### src/rtl/regfile_op_sequencer.sv
// Register-transfer instruction sequencer for an 8x8 register file with one read port.
// Operands are read one per cycle, then a single write-back cycle commits the result.
module regfile_op_sequencer #(
    parameter int DATA_W = 8,
    parameter int ADDR_W = 3
) (
    input  logic              clk,
    input  logic              reset,
    input  logic [15:0]       instr,
    input  logic              instr_valid,
    output logic              instr_ready,
    output logic [ADDR_W-1:0] rf_raddr,
    input  logic [DATA_W-1:0] rf_rdata,
    output logic [ADDR_W-1:0] rf_waddr,
    output logic [DATA_W-1:0] rf_wdata,
    output logic              rf_we,
    output logic              done,
    output logic              flag_z,
    output logic              flag_c
);

    typedef enum logic [2:0] {
        S_IDLE,
        S_RD_A,
        S_RD_B,
        S_WB,
        S_DONE_NOP
    } state_t;

    localparam logic [2:0] OP_NOP = 3'b000;
    localparam logic [2:0] OP_LDI = 3'b001;
    localparam logic [2:0] OP_MOV = 3'b010;
    localparam logic [2:0] OP_ADD = 3'b011;
    localparam logic [2:0] OP_SUB = 3'b100;
    localparam logic [2:0] OP_AND = 3'b101;
    localparam logic [2:0] OP_OR  = 3'b110;
    localparam logic [2:0] OP_XOR = 3'b111;

    state_t              state_reg;
    logic [2:0]          op_reg;
    logic [ADDR_W-1:0]   rd_reg;
    logic [ADDR_W-1:0]   rs2_reg;
    logic [DATA_W-1:0]   op_a_reg;
    logic                flag_z_pend_reg;
    logic                flag_c_pend_reg;
    logic [ADDR_W-1:0]   rf_raddr_reg;
    logic [ADDR_W-1:0]   rf_waddr_reg;
    logic [DATA_W-1:0]   rf_wdata_reg;
    logic                rf_we_reg;
    logic                done_reg;
    logic                flag_z_reg;
    logic                flag_c_reg;

    logic [DATA_W:0]     sum_ext;
    logic [DATA_W:0]     diff_ext;
    logic [DATA_W-1:0]   alu_result_next;
    logic                alu_c_next;
    logic                alu_z_next;

    // Second operand comes straight off the read port during RD_B.
    assign sum_ext  = {1'b0, op_a_reg} + {1'b0, rf_rdata};
    assign diff_ext = {1'b0, op_a_reg} - {1'b0, rf_rdata};

    always_comb begin
        alu_result_next = '0;
        alu_c_next      = 1'b0;
        case (op_reg)
            OP_ADD: begin
                alu_result_next = sum_ext[DATA_W-1:0];
                alu_c_next      = sum_ext[DATA_W];
            end
            OP_SUB: begin
                alu_result_next = diff_ext[DATA_W-1:0];
                alu_c_next      = diff_ext[DATA_W];
            end
            OP_AND:  alu_result_next = op_a_reg & rf_rdata;
            OP_OR:   alu_result_next = op_a_reg | rf_rdata;
            OP_XOR:  alu_result_next = op_a_reg ^ rf_rdata;
            default: alu_result_next = '0;
        endcase
        alu_z_next = (alu_result_next == '0);
    end

    always_ff @(posedge clk or posedge reset) begin
        if (reset) begin
            state_reg       <= S_IDLE;
            op_reg          <= OP_NOP;
            rd_reg          <= '0;
            rs2_reg         <= '0;
            op_a_reg        <= '0;
            flag_z_pend_reg <= 1'b0;
            flag_c_pend_reg <= 1'b0;
            rf_raddr_reg    <= '0;
            rf_waddr_reg    <= '0;
            rf_wdata_reg    <= '0;
            rf_we_reg       <= 1'b0;
            done_reg        <= 1'b0;
            flag_z_reg      <= 1'b0;
            flag_c_reg      <= 1'b0;
        end else begin
            case (state_reg)
                S_IDLE: begin
                    if (instr_valid) begin
                        op_reg  <= instr[15:13];
                        rd_reg  <= instr[12:10];
                        rs2_reg <= instr[6:4];
                        case (instr[15:13])
                            OP_NOP: begin
                                state_reg <= S_DONE_NOP;
                                done_reg  <= 1'b1;
                            end
                            OP_LDI: begin
                                state_reg    <= S_WB;
                                rf_we_reg    <= 1'b1;
                                rf_waddr_reg <= instr[12:10];
                                rf_wdata_reg <= instr[7:0];
                                done_reg     <= 1'b1;
                            end
                            default: begin
                                state_reg    <= S_RD_A;
                                rf_raddr_reg <= instr[9:7];
                            end
                        endcase
                    end
                end
                S_RD_A: begin
                    op_a_reg <= rf_rdata;
                    if (op_reg == OP_MOV) begin
                        state_reg    <= S_WB;
                        rf_raddr_reg <= '0;
                        rf_we_reg    <= 1'b1;
                        rf_waddr_reg <= rd_reg;
                        rf_wdata_reg <= rf_rdata;
                        done_reg     <= 1'b1;
                    end else begin
                        state_reg    <= S_RD_B;
                        rf_raddr_reg <= rs2_reg;
                    end
                end
                S_RD_B: begin
                    state_reg       <= S_WB;
                    flag_z_pend_reg <= alu_z_next;
                    flag_c_pend_reg <= alu_c_next;
                    rf_raddr_reg    <= '0;
                    rf_we_reg       <= 1'b1;
                    rf_waddr_reg    <= rd_reg;
                    rf_wdata_reg    <= alu_result_next;
                    done_reg        <= 1'b1;
                end
                S_WB: begin
                    // Flags become visible only once the ALU write-back has committed.
                    if (op_reg >= OP_ADD) begin
                        flag_z_reg <= flag_z_pend_reg;
                        flag_c_reg <= flag_c_pend_reg;
                    end
                    state_reg    <= S_IDLE;
                    rf_we_reg    <= 1'b0;
                    rf_waddr_reg <= '0;
                    rf_wdata_reg <= '0;
                    done_reg     <= 1'b0;
                end
                S_DONE_NOP: begin
                    state_reg <= S_IDLE;
                    done_reg  <= 1'b0;
                end
                default: begin
                    state_reg <= S_IDLE;
                    rf_we_reg <= 1'b0;
                    done_reg  <= 1'b0;
                end
            endcase
        end
    end

    // Held low for the whole time reset is asserted, not just until the next edge.
    assign instr_ready = (state_reg == S_IDLE) && !reset;
    assign rf_raddr    = rf_raddr_reg;
    assign rf_waddr    = rf_waddr_reg;
    assign rf_wdata    = rf_wdata_reg;
    assign rf_we       = rf_we_reg;
    assign done        = done_reg;
    assign flag_z      = flag_z_reg;
    assign flag_c      = flag_c_reg;

endmodule
### config.mk
export PLATFORM = sky130hd
export DESIGN_NAME = regfile_op_sequencer
export DESIGN_NICKNAME = d
export VERILOG_FILES = /design/src/rtl/regfile_op_sequencer.sv
export SDC_FILE = /design/constraint.sdc
export NUM_CORES = 1
export LEC_CHECK = 0
export CAP_MARGIN = 20
export CORE_MARGIN = 2
export CORE_UTILIZATION = 30
export DETAILED_ROUTE_END_ITERATION = 10
export PLACE_DENSITY_LB_ADDON = 0.3
export SKIP_CTS_REPAIR_TIMING = 1
export SLEW_MARGIN = 10
export SYNTH_ARGS = -nofsm -noshare
export SYNTH_HDL_FRONTEND = slang
export SYNTH_SLANG_ARGS = --single-unit
### constraint.sdc
create_clock -name clk -period 6.2 [get_ports clk]
set_input_delay 1.55 -clock clk [delete_from_list [all_inputs] [get_ports clk]]
set_output_delay 1.55 -clock clk [all_outputs]
set_load 0.005 [all_outputs]
==> Word level (Yosys, flattened, before mapping) <==
Index checks and enable logic that the tools add are counted.
{ "word_totals": {"input_bits": 27, "wordCells": 76, "out_inout_bits": 19, "register_bits": 40} }
{ "op_classes": {"eq_ne": 16, "n_reduce_logical": 14, "n_bitwise": 4, "add_sub_neg": 2, "magnitude_cmp": 1, "mux": 25} }
{ "ops": {"columns": ["op", "count"], "rows": [
  ["one-hot mux 8 bit (5 select lines)", 1],
  ["one-hot mux 8 bit (4 select lines)", 1],
  ["two-way mux 8 bit", 3],
  ["two-way mux 3 bit", 7],
  ["one-hot mux 3 bit (3 select lines)", 2],
  ["equality test 3 bit, second input constant", 5],
  ["equality test 3 x 2 -> 1 bit, second input constant", 4],
  ["one-hot mux 3 bit (4 select lines)", 1],
  ["adder 8 x 8 -> 9 bit", 1],
  ["subtractor 8 x 8 -> 9 bit", 1],
  ["bitwise AND 8 bit", 1],
  ["zero test 8 bit", 1],
  ["inequality test 2 bit, second input constant", 4],
  ["OR 8 bit", 1],
  ["AND reduction 4 bit", 2],
  ["bitwise XOR 8 bit", 1],
  ["equality test 3 x 1 -> 1 bit, second input constant", 2],
  ["zero test 3 bit", 2],
  ["two-way mux 1 bit", 6],
  ["one-hot mux 3 bit (2 select lines)", 1],
  ["AND reduction 3 bit", 2],
  ["one-hot mux 1 bit (4 select lines)", 1],
  ["AND reduction 2 bit", 2],
  ["nonzero test 4 bit", 1],
  ["other kinds (9)", 9]
]} }

==> Depth between registers and ports, before layout <==
Gate-level depths: netlist of the first run.
{ "depth": {"word_depth": 5, "mapped_depth": 11, "depth_no_buf": 11} }

==> Worst setup path after synthesis of the first run <==
No wires, ideal clock.
{ "synth_path": {"kind": "input to register", "startpoint": "in rf_rdata[1]", "endpoint": "reg flag_z_pend_reg", "t_arrival_ps": 3210, "required_time_ps": 6108, "stages": 9, "n_path_buf": 0, "setup_ps": 92, "slack_ps": 2898, "cell_sequence": "inv_1 > ha_1 > a21o_1 > a21oi_1 > mux2i_1 > o221ai_1 > nor4_1 > nand3_1 > o31ai_2"} }
{ "synth_between": {"elab_chain_cells": 3, "elab_cells_between_ends": 7, "cone_classes": "2 x add/sub; 1 x mux; 3 x bitwise; 1 x reduce/logical"} }
{ "synth_rtl": {"columns": ["element", "line", "rtl"], "rows": [
  ["start, declared", "13", "input logic [DATA_W-1:0] rf_rdata,"],
  ["subtractor 8 x 8 -> 9 bit (tied with other cells)", "62", "assign diff_ext = {1'b0, op_a_reg} - {1'b0, rf_rdata};"],
  ["one-hot mux 8 bit (5 select lines) (*)", "67", "case (op_reg)"],
  ["zero test 8 bit (*)", "81", "alu_z_next = (alu_result_next == '0);"],
  ["end signal, assigned", "142", "flag_z_pend_reg <= alu_z_next;"],
  ["end, declared", "44", "logic flag_z_pend_reg;"]
]} }
Mark *: on every way between the ends. The rest lies on a longest branch, timed or not.
A chain may end at the register's enable or synchronous reset.

==> Final worst setup path of the first run <==
{ "layout_path": {"startpoint": "in reset", "endpoint": "out instr_ready"} }
{ "layout_between": {"elab_chain_cells": 2} }
{ "layout_rtl": {"columns": ["element", "line", "rtl"], "rows": [
  ["start, declared", "8", "input logic reset,"],
  ["zero test 1 bit", "176", "assign instr_ready = (state_reg == S_IDLE) && !reset;"],
  ["logical AND 1 bit", "176", null],
  ["end, declared", "11", "output logic instr_ready,"]
]} }
Every way passes these cells.

==> results.cfg, run 1 <==
[status]
status = finished, final reports clean

[cells_and_area]
drive_above_1_share_pct = 9.11
insertedDiodeCount = 0
stdcell_area_sq_um = 3780
area_growth_pct = 19.3
instances_no_fill = 531
fin_nets = 447

[logic_synthesis]
syn_nets = 414
yosysTopAreaCell = dfrtp_1
synth_seq_cells = 40
ys_warn_count = 0
synth_cells = 361
synth_area_leaders = dfrtp_1 (32%), ha_1 (9.5%), a21oi_1 (4.4%)
yosysMostFrequentCell = dfrtp_1
syn_area_sq_um = 3170
syn_area_per_cell_sq_um = 8.78
synth_common_cells = dfrtp_1 (40), inv_1 (30), nand2_1 (30), nor2_1 (30), a21oi_1 (28)
synth_edf_count = 0
synth_cell_types = 66
async_flop_share_pct = 100
synth_ff_type = dfrtp_1
netlist.area_leader.share_pct = 31.6
ys_seq_area_share_pct = 31.6

[global_route]
grt_max_degree = 41
grt_overflow = 0
first_global_vias = 2813
grt_pass1_wl_mm = 14.3
antenna_found_initial = 0
grt_util_all_layers_pct = 15.8

[pwr]
p_leak_uw = 0.00165
netSwitchingPower_uw = 911
powerDensity_nw_per_um2 = 525
swShare_pct = 45.9
ir_drop_mv = 0.168
internal_power_uw = 1070
p_seq_share_pct = 27.0
combPwrFrac_pct = 61.8
power.clock.fraction_pct = 11.2

[clock_tree]
clk_path_buf_depth = 2
clk_latency_ns = 0.31
cts_tree = built
cts_htree_levels = 2
cts_root_buf = clkbuf_8
numClockSinks = 40
cts_buffers = 5
clk_pin_slew_worst_paths_ns = 0.08

[timing]
period_needed_ns = 4.22
hold_violations = 0
fin_tns_setup_ns = 0
relSlewSlack_pct = 44.9
period_share_pct = 68.0
drv_slew = 0
max_freq_mhz = 237
finalClockSkew_ns = 0.0151
postLayoutSetupSlackWorst_ns = 1.98
rsz0062_at_grt = false
tightest_slew_ns = 0.827
whs_ns = 0.498
setup_viol = 0

[hold_path]
holdPathStages = 1
hold_class = flop to flop
whs_endpoint = rf_wdata[2]$_DFFE_PP0P_
min_from = rf_wdata[2]$_DFFE_PP0P_

[worst_setup_path]
worstPathArrival_ns = 2.67
path_buf_inv = 2
cp_cell_sequence = clkdlybuf4s50_1, nor3_1, clkdlybuf4s50_1
cpMaxStageDelayCell = clkdlybuf4s50_1
worstSetupPathType = input pin to output port
cp-start-kind = input pin
cpMostUsedCell = clkdlybuf4s50_1
r2r_end = flag_z_pend_reg$_DFFE_PP0P_
r2r_slack_ns = 3.58
slowest_delay_ns = 0.52
critPathTopFamily = buffers and inverters
critPathMaxFanout = 2
crit_path_end_kind = output port
reg2regPathDepth = 9
reg2reg_from = op_a_reg[1]$_DFFE_PP0P_
required_ns = 4.65

[drt]
via_count = 2788
drtAntennaViolNets = 0
wire_per_inst_um = 16.3
post_drt_via_cell_ratio = 5.25
drc = 0
drt-total-wl_mm = 8.67
drt_iter0_markers = 177
dr.pass1.iters = 4

[placed_design]
place_congestion = 0.898
io_buffers = 45
dpl_worst_slack_ns = 1.94
hpwlAfterDp_mm = 6.38
dpl_cell_area_sq_um = 3670
dp_cells = 523

[die]
die_height_um = 107
start_util_pct = 30.8
pin_count = 46
die_w_um = 107
fp.dieArea_sq_um = 11400
rows = 37
core_sq_um = 10300

[run]
maxCapViolations = 0
-- logic make-up after synthesis --
| family | Yosys count | synth area share, % |
|---|---|---|
| AO/OA/AOI/OAI | 122 | 26.6 |
| AND/OR/NAND/NOR | 99 | 15.9 |
| buffers and inverters | 52 | 7.86 |
| flip-flops | 40 | 31.6 |
| adder cells (fa/ha/maj) | 26 | 10.7 |
| multiplexers | 20 | 6.79 |
| XOR/XNOR | 2 | 0.553 |
-- per-stage QoR --
step / util, % / total power (uW)
2_1_floorplan: - / 1410
3_3_place_gp: 35.7 / 1750
3_5_place_dp: 35.7 / 1760
4_1_cts: 36.8 / 1990
5_1_grt: 36.8 / 2170
6_report: 36.8 / 1990
-- worst reg2reg max path, delay by kind of cell (launching register included) --
kind	cells	cell delay [ns]
buffers and inverters	1	0.11
adders and majority gates	1	0.32
and+or+nand+nor	2	0.53
DFF	1	0.45
muxes	1	0.24
AOI/OAI and AO/OA	4	0.89
-- placed cells by master (no fill, tap or decap), types with 4 or more instances in the layout --
cell type and instances:
o22ai_1 4, nor2_1 30, ha_1 24, mux2_2 12
clkdlybuf4s50_1 45, inv_1 30, a22oi_1 11, o21ai_0 24
nand2_1 30, mux2i_1 8, nor3_1 7, clkbuf_8 5
a21oi_1 28, nor2b_1 10, dfrtp_1 40, o211ai_1 7
a21o_1 6
-- area by class of cell --
type | instances | area (sq um)
tap | 136 | 170
clock buffer | 6 | 72.6
inverter | 31 | 116
timing repair buffer | 47 | 465
multi-input combinational | 269 | 1920
clock inverter | 2 | 35.0
sequential | 40 | 1000
fill | 1102 | 6500
-- how the worst max path moves through the flow --
stage	from	slack (ns)	end	cells after the start
3_3_place_gp	rf_rdata[1]	1.96	flag_z_pend_reg$_DFFE_PP0P_	10
4_1_cts	reset	1.97	instr_ready	3
5_1_grt	reset	1.92	instr_ready	3
3_5_place_dp	rf_rdata[1]	1.94	flag_z_pend_reg$_DFFE_PP0P_	10
6_report	reset	1.98	instr_ready	3
2_1_floorplan	rf_rdata[1]	2.90	flag_z_pend_reg$_DFFE_PP0P_	9
-- layer usage --
metal | share of wire (%) | global-route usage (%)
met5 | 0 | 0
met4 | 0.85 | 3.15
met3 | 3.8 | 2.86
met2 | 46 | 25.4
met1 | 49 | 22.3
-- power groups by stage --
stage | clock [uW] | sequential [uW] | combinational, uW
2_1_floorplan | 0 | 472 | 943
6_report | 222 | 535 | 1230
3_3_place_gp | 0 | 536 | 1210
3_5_place_dp | 0 | 540 | 1220
4_1_cts | 226 | 535 | 1220
5_1_grt | 238 | 557 | 1370
Note: power is estimated with default switching activity, not from simulation.
==> run 2, diff against run 1 <==
==> constraint.sdc (replaced) <==
create_clock -name clk -period 3.8 [get_ports clk]
set_input_delay 0.95 -clock clk [delete_from_list [all_inputs] [get_ports clk]]
set_output_delay 0.95 -clock clk [all_outputs]
set_load 0.005 [all_outputs]
==> results.cfg, run 2 (synthesized netlist as in run 1, its figures left out) <==
[timing]
relSlewSlack_pct = 47.0
setup_viol = 0
period_share_pct = 93.2
whs_ns = 0.492
hold_violations = 0
rsz0062_at_grt = false
tightest_slew_ns = 0.795
max_freq_mhz = 282
finalClockSkew_ns = 0.00761
period_needed_ns = 3.54
drv_slew = 0
fin_tns_setup_ns = 0

[placed_design]
place_congestion = 0.911
io_buffers = 45
dp_cells = 525
hpwlAfterDp_mm = 6.45

[pwr]
powerDensity_nw_per_um2 = 866
ir_drop_mv = 0.309
p_leak_uw = 0.00167

[worst_setup_path]
worstPathArrival_ns = 3.75
slowest_delay_ns = 0.55
cpMaxStageDelayCell = clkdlybuf4s50_1
crit_path_end_kind = flop
path_buf_inv = 2
cp-start-kind = input pin
worstSetupPathType = input pin to flop
critPathTopFamily = compound AO/OA/AOI/OAI gates
required_ns = 4.00
critPathMaxFanout = 4
cp_cell_sequence = clkdlybuf4s50_1, inv_1, ha_1, a21o_1, a21oi_1, mux2i_1, o221ai_1, nor4_1, nand3_1, o31ai_2
reg2regPathDepth = 9
r2r_slack_ns = 1.07
cp_num_cells = 10

[cells_and_area]
final_common_cell = clkdlybuf4s50_1
final_cell_mix = clkdlybuf4s50_1 (45), dfrtp_1 (40), inv_1 (30), nor2_1 (30), nand2_1 (30)
insertedDiodeCount = 0
utilization_pct = 37.1
fin_nets = 449
instances_no_fill = 532
area_growth_pct = 20.4
drive_above_1_share_pct = 9.60
fillers = 1051

[die]
pin_count = 46
rows = 37
fp.dieArea_sq_um = 11400
start_util_pct = 30.8
die_w_um = 107
die_height_um = 107
core_sq_um = 10300

[hold_path]
hold_class = flop to flop
holdPathStages = 1

[clock_tree]
numClockSinks = 40
clk_path_buf_depth = 2
clk_latency_ns = 0.29
cts_root_buf = clkbuf_8
clk_pin_slew_worst_paths_ns = 0.08
cts_buffers = 5
cts_htree_levels = 2
cts_tree = built

[global_route]
grt_max_degree = 41
antenna_found_initial = 0
grt_overflow = 0
grt_pass1_wl_mm = 14.1
grt_util_all_layers_pct = 15.4
first_global_vias = 2775

[run]
maxCapViolations = 0

[drt]
drt_iter0_markers = 215
via_count = 2781
post_drt_via_cell_ratio = 5.23
wire_per_inst_um = 16.0
dr.pass1.iters = 5
drc = 0
drt-total-wl_mm = 8.49
drtAntennaViolNets = 0

[status]
status = finished, final reports clean
[run 2: path summary, 6_finish.rpt]
path                                         start                          end
setup reg to reg           op_a_reg[1]$_DFFE_PP0P_  flag_z_pend_reg$_DFFE_PP0P_
max in group asynchronous                    reset        op_reg[1]$_DFFE_PP0P_
setup / recovery                       rf_rdata[1]  flag_z_pend_reg$_DFFE_PP0P_
min in group asynchronous                    reset            rf_we$_DFFE_PP0P_
hold reg to reg            rf_wdata[2]$_DFFE_PP0P_      rf_wdata[2]$_DFFE_PP0P_
hold / removal             rf_wdata[2]$_DFFE_PP0P_      rf_wdata[2]$_DFFE_PP0P_
[run 2: cell type report]
cell class | count | area, sq um | area share [%]
Multi-Input combinational cell | 269 | 1920 | 50.3
Timing Repair Buffer | 49 | 480 | 12.6
Clock buffer | 5 | 68.8 | 1.80
Sequential cell | 40 | 1000 | 26.2
Inverter | 31 | 116 | 3.05
Tap cell | 136 | 170 | 4.46
Clock inverter | 2 | 60.1 | 1.57
[run 2: metrics by stage]
stage                     power [uW]  setup slack [ns]  cell area (sq um)
after global placement          2880           -0.0201               3690
after detailed placement        2890            0.0102               3690
final                           3310             0.258               3820
after floorplan                 2310              1.10               3170
after CTS                       3320             0.288               3820
after global routing            3610             0.105               3820
[run 2: metal layers]
layer  routed length, um  vias up  GRT usage [%]
met1                4070     1314           21.4
li1                    -     1363              -
met4                 147        0           4.82
met5                   0        -              0
met2                3920       88           24.7
met3                 351       16           2.13
[run 2: power by group]
part / internal (uW) / switching [uW]
clock: 259 / 155
sequential: 643 / 252
combinational: 936 / 1060
total: 1840 / 1470
==> run 3, diff against run 2 <==
--- a/config.mk
+++ b/config.mk
@@ -6,10 +6,13 @@
 export NUM_CORES = 1
 export LEC_CHECK = 0
 export CAP_MARGIN = 20
+export CELL_PAD_IN_SITES_DETAIL_PLACEMENT = 0
+export CELL_PAD_IN_SITES_GLOBAL_PLACEMENT = 1
 export CORE_MARGIN = 2
 export CORE_UTILIZATION = 30
 export DETAILED_ROUTE_END_ITERATION = 10
 export PLACE_DENSITY_LB_ADDON = 0.3
+export RECOVER_POWER = 100
 export SKIP_CTS_REPAIR_TIMING = 1
 export SLEW_MARGIN = 10
 export SYNTH_ARGS = -nofsm -noshare
==> results.cfg, run 3 (synthesized netlist as in run 1, its figures left out) <==
[cells_and_area]
fillers = 1064
final_common_cell = dfrtp_1
instances_no_fill = 534
final_cell_mix = dfrtp_1 (40), inv_1 (30), nor2_1 (30), nand2_1 (30), a21oi_1 (28)
multi_input_area_sq_um = 1910
fin_nets = 450
drive_above_1_share_pct = 8.79
area_growth_pct = 19.7
insertedDiodeCount = 0
stdcell_area_sq_um = 3790
regArea_sq_um = 1000
utilization_pct = 36.9

[clock_tree]
clk_pin_slew_worst_paths_ns = 0.09
cts_buffers = 5
clk_latency_ns = 0.31
numClockSinks = 40
cts_htree_levels = 2
cts_tree = built
clk_path_buf_depth = 2
cts_root_buf = clkbuf_8

[die]
die_w_um = 107
fp.dieArea_sq_um = 11400
core_sq_um = 10300
start_util_pct = 30.8
die_height_um = 107
rows = 37
pin_count = 46

[pwr]
ir_drop_mv = 0.277
p_leak_uw = 0.00167
powerDensity_nw_per_um2 = 851

[drt]
wire_per_inst_um = 16.7
dr.pass1.iters = 4
drt_iter0_markers = 151
drc = 0
post_drt_via_cell_ratio = 5.20
via_count = 2776
drt-total-wl_mm = 8.94
drtAntennaViolNets = 0

[global_route]
grt_max_degree = 41
antenna_found_initial = 0
grt_pass1_wl_mm = 14.8
met3_usage_pct = 2.19
grt_busiest_layer = met2
grt_util_all_layers_pct = 16.4
met2_usage_pct = 27.1
first_global_vias = 2816
grt_use_met1_pct = 21.9
grt_overflow = 0

[timing]
period_share_pct = 92.6
period_needed_ns = 3.52
whs_ns = 0.496
drv_slew = 41
max_freq_mhz = 284
finalClockSkew_ns = 0.0126
tightest_slew_ns = 2.28
setup_viol = 0
relSlewSlack_pct = -51.8
fin_tns_setup_ns = 0
rsz0062_at_grt = false
hold_violations = 0

[status]
status = finished with violations
failed_checks = capacitance limit, slew limit

[worst_setup_path]
critPathTopFamily = compound AO/OA/AOI/OAI gates
cpMaxStageDelayCell = clkdlybuf4s50_1
critPathMaxFanout = 4
cp_num_cells = 10
cp_cell_sequence = clkdlybuf4s50_1, inv_1, ha_1, a21o_1, a21oi_1, mux2i_1, o221ai_1, nor4_1, nand3_1, o31ai_1
slowest_delay_ns = 0.55
crit_path_end_kind = flop
worstSetupPathType = input pin to flop
reg2regPathDepth = 6
path_buf_inv = 2
cp-start-kind = input pin
worstPathArrival_ns = 3.72
required_ns = 4.00

[hold_path]
holdPathStages = 1
hold_class = flop to flop

[placed_design]
place_congestion = 0.913
io_buffers = 45
hpwlAfterDp_mm = 6.63
dp_cells = 526
dpl_cell_area_sq_um = 3690

[run]
maxCapViolations = 1
run 3: cell count changes in the layout (fill, tap and decap cells not counted), moves of 2 or more:
cell	before	now
buf_4	4	2
clkbuf_1	0	3
clkdlybuf4s50_1	45	22
dlygate4sd3_1	0	23
run 3: final timing paths:
path | end | from | slack [ns]
min in group asynchronous | rf_raddr[2]$_DFFE_PP0P_ | reset | 1.81
worst min-delay path | rf_wdata[2]$_DFFE_PP0P_ | rf_wdata[2]$_DFFE_PP0P_ | 0.50
worst max register to register | rf_wdata[5]$_DFFE_PP0P_ | state_reg[2]$_DFFE_PP0P_ | 1.07
worst max-delay path | flag_z_pend_reg$_DFFE_PP0P_ | rf_rdata[1] | 0.28
max in group asynchronous | rf_wdata[6]$_DFFE_PP0P_ | reset | 0.70
worst min register to register | rf_wdata[2]$_DFFE_PP0P_ | rf_wdata[2]$_DFFE_PP0P_ | 0.50
run 3: through the flow:
stage	total power (uW)	setup slack (ns)
2_1_floorplan	2310	1.10
5_1_grt	3530	0.0807
6_report	3230	0.281
3_3_place_gp	2900	-0.0289
3_5_place_dp	2900	0.0475
4_1_cts	3310	0.347
run 3: cell type report:
| cell class | instances | area share [%] |
|---|---|---|
| multi-input cells | 269 | 50.5 |
| flip-flops and latches | 40 | 26.4 |
| repair buffers | 50 | 12.6 |
| well taps | 136 | 4.49 |
| inverters | 31 | 3.07 |
| clock buffers | 5 | 1.81 |
| clock inverters | 3 | 1.22 |
run 3: report_power, final:
| group | switching, uW | internal (uW) |
|---|---|---|
| sequential | 222 | 643 |
| clock | 184 | 198 |
| combinational | 1100 | 881 |
| total | 1510 | 1720 |
run 3: layer usage:
layer | up-vias | wire, um
met4 | 0 | 211
met2 | 63 | 4170
met1 | 1333 | 4270
met3 | 14 | 286
met5 | - | 0
li1 | 1366 | -
